### src/rtl/egypt_mult_sched_if.sv
// Handshake bundle for egypt_mult_sched: two requesters,
// one response channel and the busy flag.
interface egypt_mult_sched_if #(
  parameter int W = 16
);
  logic           req0_valid;
  logic [W-1:0]   req0_a;
  logic [W-1:0]   req0_b;
  logic           req0_ready;
  logic           req1_valid;
  logic [W-1:0]   req1_a;
  logic [W-1:0]   req1_b;
  logic           req1_ready;
  logic           rsp_valid;
  logic [2*W-1:0] rsp_d;
  logic           rsp_id;
  logic           rsp_ready;
  logic           busy;

  modport master (
    output req0_valid, req0_a, req0_b,
    input  req0_ready,
    output req1_valid, req1_a, req1_b,
    input  req1_ready,
    input  rsp_valid, rsp_d, rsp_id,
    output rsp_ready,
    input  busy
  );

  modport slave (
    input  req0_valid, req0_a, req0_b,
    output req0_ready,
    input  req1_valid, req1_a, req1_b,
    output req1_ready,
    output rsp_valid, rsp_d, rsp_id,
    input  rsp_ready,
    output busy
  );
endinterface

### src/rtl/egypt_mult_sched.sv
// Two-requester round-robin scheduler feeding a shift-add
// (doubling/halving) unsigned multiplier.
module egypt_mult_sched #(
  parameter int W = 16
) (
  input  logic               clk,
  input  logic               rst,
  egypt_mult_sched_if.slave  bus
);
  typedef enum logic [1:0] {
    IDLE,
    RUN,
    DONE
  } state_t;

  state_t         state_q, state_d;
  logic [2*W-1:0] x_q, x_d;
  logic [2*W-1:0] acc_q, acc_d;
  logic [W-1:0]   y_q, y_d;
  logic [W-1:0]   y_sh;
  logic           id_q, id_d;
  logic           last_q, last_d;
  logic           gnt;
  logic           any_v;
  logic           rdy0, rdy1;

  assign any_v = bus.req0_valid | bus.req1_valid;
  assign y_sh  = y_q >> 1;

  // on contention the requester not granted last wins
  always_comb begin
    gnt = 1'b0;
    case (1'b1)
      (bus.req0_valid & bus.req1_valid): gnt = ~last_q;
      bus.req1_valid:                     gnt = 1'b1;
      default:                            gnt = 1'b0;
    endcase
  end

  always_comb begin
    state_d = state_q;
    x_d     = x_q;
    y_d     = y_q;
    acc_d   = acc_q;
    id_d    = id_q;
    last_d  = last_q;
    rdy0    = 1'b0;
    rdy1    = 1'b0;
    unique case (state_q)
      IDLE: begin
        if (any_v && !rst) begin
          rdy0   = ~gnt;
          rdy1   = gnt;
          x_d    = {{W{1'b0}}, gnt ? bus.req1_a : bus.req0_a};
          y_d    = gnt ? bus.req1_b : bus.req0_b;
          acc_d  = '0;
          id_d   = gnt;
          last_d = gnt;
          state_d = (y_d != '0) ? RUN : DONE;
        end
      end
      RUN: begin
        if (y_q[0]) acc_d = acc_q + x_q;
        x_d = x_q << 1;
        y_d = y_sh;
        if (y_sh == '0) state_d = DONE;
      end
      DONE: begin
        if (bus.rsp_ready) state_d = IDLE;
      end
      default: state_d = IDLE;
    endcase
  end

  always_ff @(posedge clk) begin
    if (rst) begin
      state_q <= IDLE;
      x_q     <= '0;
      y_q     <= '0;
      acc_q   <= '0;
      id_q    <= 1'b0;
      last_q  <= 1'b1;
    end else begin
      state_q <= state_d;
      x_q     <= x_d;
      y_q     <= y_d;
      acc_q   <= acc_d;
      id_q    <= id_d;
      last_q  <= last_d;
    end
  end

  assign bus.req0_ready = rdy0;
  assign bus.req1_ready = rdy1;
  assign bus.rsp_valid  = (state_q == DONE);
  assign bus.rsp_d      = acc_q;
  assign bus.rsp_id     = id_q;
  assign bus.busy       = (state_q != IDLE);
endmodule
### src/flat_wrapper.sv
// flat-port wrapper written by rule: the top's interface ports become plain ports
module egypt_mult_sched_flat 
#(
  parameter int W = 16
)
  (clk, rst, bus_req0_valid, bus_req0_a, bus_req0_b, bus_req0_ready, bus_req1_valid, bus_req1_a, bus_req1_b, bus_req1_ready, bus_rsp_valid, bus_rsp_d, bus_rsp_id, bus_rsp_ready, bus_busy);
  egypt_mult_sched_if #(.W(W)) bus_i ();
  input  logic clk;
  input  logic rst;
  input wire logic [$bits(bus_i.req0_valid)-1:0] bus_req0_valid;
  input wire logic [$bits(bus_i.req0_a)-1:0] bus_req0_a;
  input wire logic [$bits(bus_i.req0_b)-1:0] bus_req0_b;
  output wire logic [$bits(bus_i.req0_ready)-1:0] bus_req0_ready;
  input wire logic [$bits(bus_i.req1_valid)-1:0] bus_req1_valid;
  input wire logic [$bits(bus_i.req1_a)-1:0] bus_req1_a;
  input wire logic [$bits(bus_i.req1_b)-1:0] bus_req1_b;
  output wire logic [$bits(bus_i.req1_ready)-1:0] bus_req1_ready;
  output wire logic [$bits(bus_i.rsp_valid)-1:0] bus_rsp_valid;
  output wire logic [$bits(bus_i.rsp_d)-1:0] bus_rsp_d;
  output wire logic [$bits(bus_i.rsp_id)-1:0] bus_rsp_id;
  input wire logic [$bits(bus_i.rsp_ready)-1:0] bus_rsp_ready;
  output wire logic [$bits(bus_i.busy)-1:0] bus_busy;
  assign bus_i.req0_valid = bus_req0_valid;
  assign bus_i.req0_a = bus_req0_a;
  assign bus_i.req0_b = bus_req0_b;
  assign bus_req0_ready = bus_i.req0_ready;
  assign bus_i.req1_valid = bus_req1_valid;
  assign bus_i.req1_a = bus_req1_a;
  assign bus_i.req1_b = bus_req1_b;
  assign bus_req1_ready = bus_i.req1_ready;
  assign bus_rsp_valid = bus_i.rsp_valid;
  assign bus_rsp_d = bus_i.rsp_d;
  assign bus_rsp_id = bus_i.rsp_id;
  assign bus_i.rsp_ready = bus_rsp_ready;
  assign bus_busy = bus_i.busy;
  egypt_mult_sched #(.W(W)) u_core (.clk(clk), .rst(rst), .bus(bus_i));
endmodule
### config.mk
export PLATFORM = sky130hd
export DESIGN_NAME = egypt_mult_sched_flat
export DESIGN_NICKNAME = d
export VERILOG_FILES = /design/src/rtl/egypt_mult_sched_if.sv /design/src/rtl/egypt_mult_sched.sv /design/src/flat_wrapper.sv
export SDC_FILE = /design/constraint.sdc
export NUM_CORES = 1
export LEC_CHECK = 0
export BUFFER_PORTS_ARGS = -buffer_cell sky130_fd_sc_hd__buf_2
export CORE_MARGIN = 3
export CORE_UTILIZATION = 35
export DETAILED_ROUTE_END_ITERATION = 8
export SYNTH_ARGS = -nofsm -noshare
export SYNTH_HDL_FRONTEND = slang
export SYNTH_SLANG_ARGS = --single-unit
export TNS_END_PERCENT = 10
### constraint.sdc
create_clock -name clk -period 3.1 [get_ports clk]
set_input_delay 0.465 -clock clk [delete_from_list [all_inputs] [get_ports clk]]
set_output_delay 0.465 -clock clk [all_outputs]
set_load 0.02 [all_outputs]
# Word level (Yosys, flattened, before mapping)
# Cells that the tools add are included.
# classes
n_reduce_logical	11
bitwise	4
muxes	20
eq_ne	6
n_addsub	1
# op_table
cell	count
$pmux 32 s2	2
$mux 32	3
$mux 16	3
$add 32x32->32	1
$pmux 16 s2	1
$logic_not 16->1	1
$reduce_bool 16->1	1
$mux 2	4
$ne 2x1->1 const B	4
$mux 1	6
$pmux 2 s3	1
$reduce_and 3->1	2
$reduce_and 2->1	2
$reduce_bool 2->1	2
$eq 2x1->1 const B	1
$eq 2x2->1 const B	1
$logic_not 2->1	1
$not 1->1	2
$and 1x1->1	1
$logic_and 1x1->1	1
$logic_not 1->1	1
$or 1x1->1	1
# totals
wordCells	48
out_inout_bits	37
inputBits	69
reg_bits	84

# Longest topological paths before layout
# logic_depth
depth_word	7
ltp_mapped	11

# Least setup slack after synthesis
# OpenSTA, ideal clock, no wires.
# synth_timing
path_kind	flip-flop to flip-flop
from	register u_core.acc_q[0], in the netlist u_core.bus.rsp_d[0]
to	register u_core.acc_q[26], in the netlist u_core.bus.rsp_d[26]
t_arrival_ns	2.654
path_stages_with_launch	12
path_buffers	0
setup_slack_ns	0.329
t_required_ns	2.983
setup_ns	0.117
cell_sequence	dfxtp_1 > ha_1 > inv_1 > fa_1 > nand2b_1 > a21oi_1 > o21ai_0 > a211o_1 > a211o_1 > a211oi_2 > o21ai_0 > a32o_1
# synth_via
elab_chain_cells	3
# synth_lines
item	line_no	text
start: declaration	egypt_mult_sched.sv:18	logic [2*W-1:0] acc_q, acc_d;
start signal: assignment	egypt_mult_sched.sv:80	acc_q <= '0;
start signal: assignment	egypt_mult_sched.sv:87	acc_q <= acc_d;
$add 32x32->32	egypt_mult_sched.sv:63	if (y_q[0]) acc_d = acc_q + x_q;
$mux 32	egypt_mult_sched.sv:63	
$pmux 32 s2	egypt_mult_sched.sv:49	unique case (state_q)
# No other way between the ends. The select of a mux whose other input is x is not followed.
# A chain may end at the register's enable or synchronous reset.

# Worst setup path after layout
# layout_timing
from	register u_core.x_q[0]
to	register u_core.acc_q[26], in the netlist u_core.bus.rsp_d[26]
# layout_via
elab_chain_cells	3
# layout_lines
item	line_no	text
start: declaration	egypt_mult_sched.sv:17	logic [2*W-1:0] x_q, x_d;
start signal: assignment	egypt_mult_sched.sv:78	x_q <= '0;
start signal: assignment	egypt_mult_sched.sv:85	x_q <= x_d;
$add 32x32->32	egypt_mult_sched.sv:63	
$mux 32	egypt_mult_sched.sv:63	
$pmux 32 s2	egypt_mult_sched.sv:49	
# No other way between the ends. The select of a mux whose other input is x is not followed.

==> flow_summary.toml <==
[clock_tree]
cts_buffers = 9
clock_sinks = 84
cts-root-buf = "clkbuf_16"
post_cts_buffers = 0
htree_num_levels = 3
cts_buffer_depth = 2
clkLatencyLatePin_ns = 0.35
clkTransAtPathRegs_ns = 0.07
tritoncts = "built"

[flow_run]
cap_violations = 0

[pwr]
p_int_mw = 1.88
total_leakage_power_nw = 2.71
clockPowerShare = 0.382
p_comb_frac = 0.187
ir_worst_vdd_mv = 0.280
switching_power_uw = 852
power.density_mw_per_mm2 = 444
p_sw_frac = 0.312
seq_power_share = 0.431

[detailed_routing]
dr.pass1.iters = 5
routed_wl_mm = 15.3
antenna_left = 0
drc = 0
vias_per_cell = 5.59
avgRoutedWirePerCell_um = 16.1
drt_iter0_drc = 493
route.vias.total = 5306

[cells_and_area]
final_util = 0.434
drive_gt1_frac = 0.186
syn_to_final_growth_pct = 18.4
fillCellCount = 1478
regArea_mm2 = 0.00168
multi_input_area_mm2 = 0.00332
final_nets = 865
n_antenna_cell = 0
final_common_cell = "buf_2"
layout_common_cells = "buf_2, nand2_1, dfxtp_1"

[placed_design]
io_buffers = 105
place.gp.congestion = 0.899
dpl.hpwl_mm = 11.3

[timing]
max_slew_margin = 0.238
hold_ws_ns = 0.432
setup_viol = 0
clock.fmax_mhz = 343
slew_viol_final = 0
period_needed_ns = 2.91
rsz0062_at_grt = "false"
tns_ns = 0
tightest_slew_ns = 1.14
finalCritPeriodShare = 0.940
fin_skew_ns = 0.00788
hold_viol = 0

[worst_setup_path]
crit_path_end_kind = "flop"
path_cells = "ha_1 -> inv_1 -> fa_1 -> nand2b_1 -> a21oi_1 -> o21ai_1 -> a211o_1 -> a211o_1 -> a211oi_2 -> o21ai_0 -> a32o_1"
cpMaxStageDelayCell = "a211o_1"
critPathLaunchType = "flop"
path_common_cell = "a211o_1"
worst_ep_arrival_time_ns = 3.15
critPathMaxFanout = 4
worst-setup-path-type = "flop to flop"
cp_data_required_time_ns = 3.34
critPathMaxStageDelay_ns = 0.38

[global_route]
grt_use_total = 0.188
grt_remaining_overflow = 0
grt_pass1_vias = 5274
grt_pass1_wl_mm = 25.0
grt_max_degree = 50
grt_antenna_before_repair = 0

[floorplanning]
ios = 106
die_h_um = 128
die_x_um = 128
rows = 43
fp.dieArea_mm2 = 0.0164
start_util = 0.366
core_region_area_mm2 = 0.0142

[logic_synthesis]
syn_area_mm2 = 0.00520
synth_flop_cell = "dfxtp_1"
synth_edf_count = 0
synthArstFlopShare = 0
synth_cell_types = 57
synth_top_area_frac = 0.323
synthesis.nets = 782
yosysSeqAreaShare = 0.323
ys_top_cells_by_area = "dfxtp_1, ha_1, nand2_1"
synth_seq_cells = 84
yosysTopAreaCell = "dfxtp_1"
syn_avg_cell_area_um2 = 7.64
synthCells = 681
yosysWarnings = 0

[hold_path]
hp-class = "input pin to flop"

[run_status]
status = "finished clean"
==> through the flow <==
stage	area (µm²)	power, mW	setup WS (ns)	instances
after global routing	6160	2.86	0.0295	949
after CTS	6160	2.76	0.179	949
after global placement	5870	1.70	0.326	933
after floorplan	5200	1.53	0.329	681
after detailed placement	5870	1.71	0.194	933
final	6160	2.73	0.187	949
==> logic make-up (layout without fill, tap and decap cells) <==
family,after synthesis,count (layout),synth area share
and+or+nand+nor,266,266,0.234
AOI/OAI and AO/OA,218,218,0.278
DFF,84,84,0.323
buffers and inverters,56,144,0.0428
adders and majority gates,32,32,0.0784
xor gates and xnor gates,19,19,0.0320
muxes,6,6,0.0115
==> cell type report <==
type,instances,share of cell area
Inverter,13,0.00792
Multi-Input combinational cell,541,0.538
Sequential cell,84,0.273
Tap cell,180,0.0366
Clock buffer,10,0.0388
Timing Repair Buffer,115,0.0975
Clock inverter,6,0.00772
==> repair_timing <==
item	CTS	global route
resized for setup	0	1
hold buffers	0	0
setup endpoints to repair	0	1
==> sequential cells by signal (all words and copies together), names as in the netlist <==
register           cells
u_core.bus.rsp_id      1
u_core.state_q         2
u_core.y_q            16
u_core.bus.rsp_d      32
u_core.x_q            32
u_core.last_q          1
==> worst max-delay path: cells and delay by family (launching register included) <==
family	cells	cell delay (ns)
AOI/OAI and AO/OA	7	1.63
adders and majority gates	2	0.56
DFF	1	0.37
and+or+nand+nor	1	0.19
buffers and inverters	1	0.05
==> routing by layer <==
metal  vias up  part of all wire  global-route usage
li1       2653                 -                   -
met5         -                 0                   0
met4         0             0.029              0.0868
met1      2443              0.46               0.235
met2       176              0.45               0.312
met3        34             0.058              0.0383
==> power by group through the flow <==
stage | clock [mW] | combinational [mW] | sequential (mW)
final | 1.04 | 0.510 | 1.18
after global routing | 1.11 | 0.569 | 1.18
after CTS | 1.07 | 0.514 | 1.18
after detailed placement | 0 | 0.511 | 1.20
after global placement | 0 | 0.503 | 1.20
after floorplan | 0 | 0.349 | 1.19
==> Yosys cell counts (all sizes together), types with 5 or more instances <==
| cell | instances |
|---|---|
| ha | 31 |
| nand3 | 16 |
| nor2 | 72 |
| o21a | 6 |
| a21oi | 76 |
| nor4 | 9 |
| a21o | 15 |
| nor3 | 11 |
| buf | 6 |
| xnor2 | 11 |
| a22oi | 19 |
| a211o | 5 |
| a31oi | 6 |
| xor2 | 8 |
| nand4 | 9 |
| a211oi | 5 |
| dfxtp | 84 |
| and2 | 6 |
| nand2b | 11 |
| inv | 13 |
| a221oi | 31 |
| mux2i | 6 |
| nand2 | 103 |
| and3 | 6 |
| o21ai | 32 |
| clkbuf | 37 |
==> final timing paths <==
kind	cells past startpoint	slack, ns	startpoint	to
max	11	0.19	u_core.x_q[0]	u_core.bus.rsp_d[26]
min	2	0.43	rst	u_core.y_q[4]
max reg2reg	11	0.19	u_core.x_q[0]	u_core.bus.rsp_d[26]
min reg2reg	1	0.46	u_core.last_q	u_core.last_q
(Power assumes the default switching activity.)
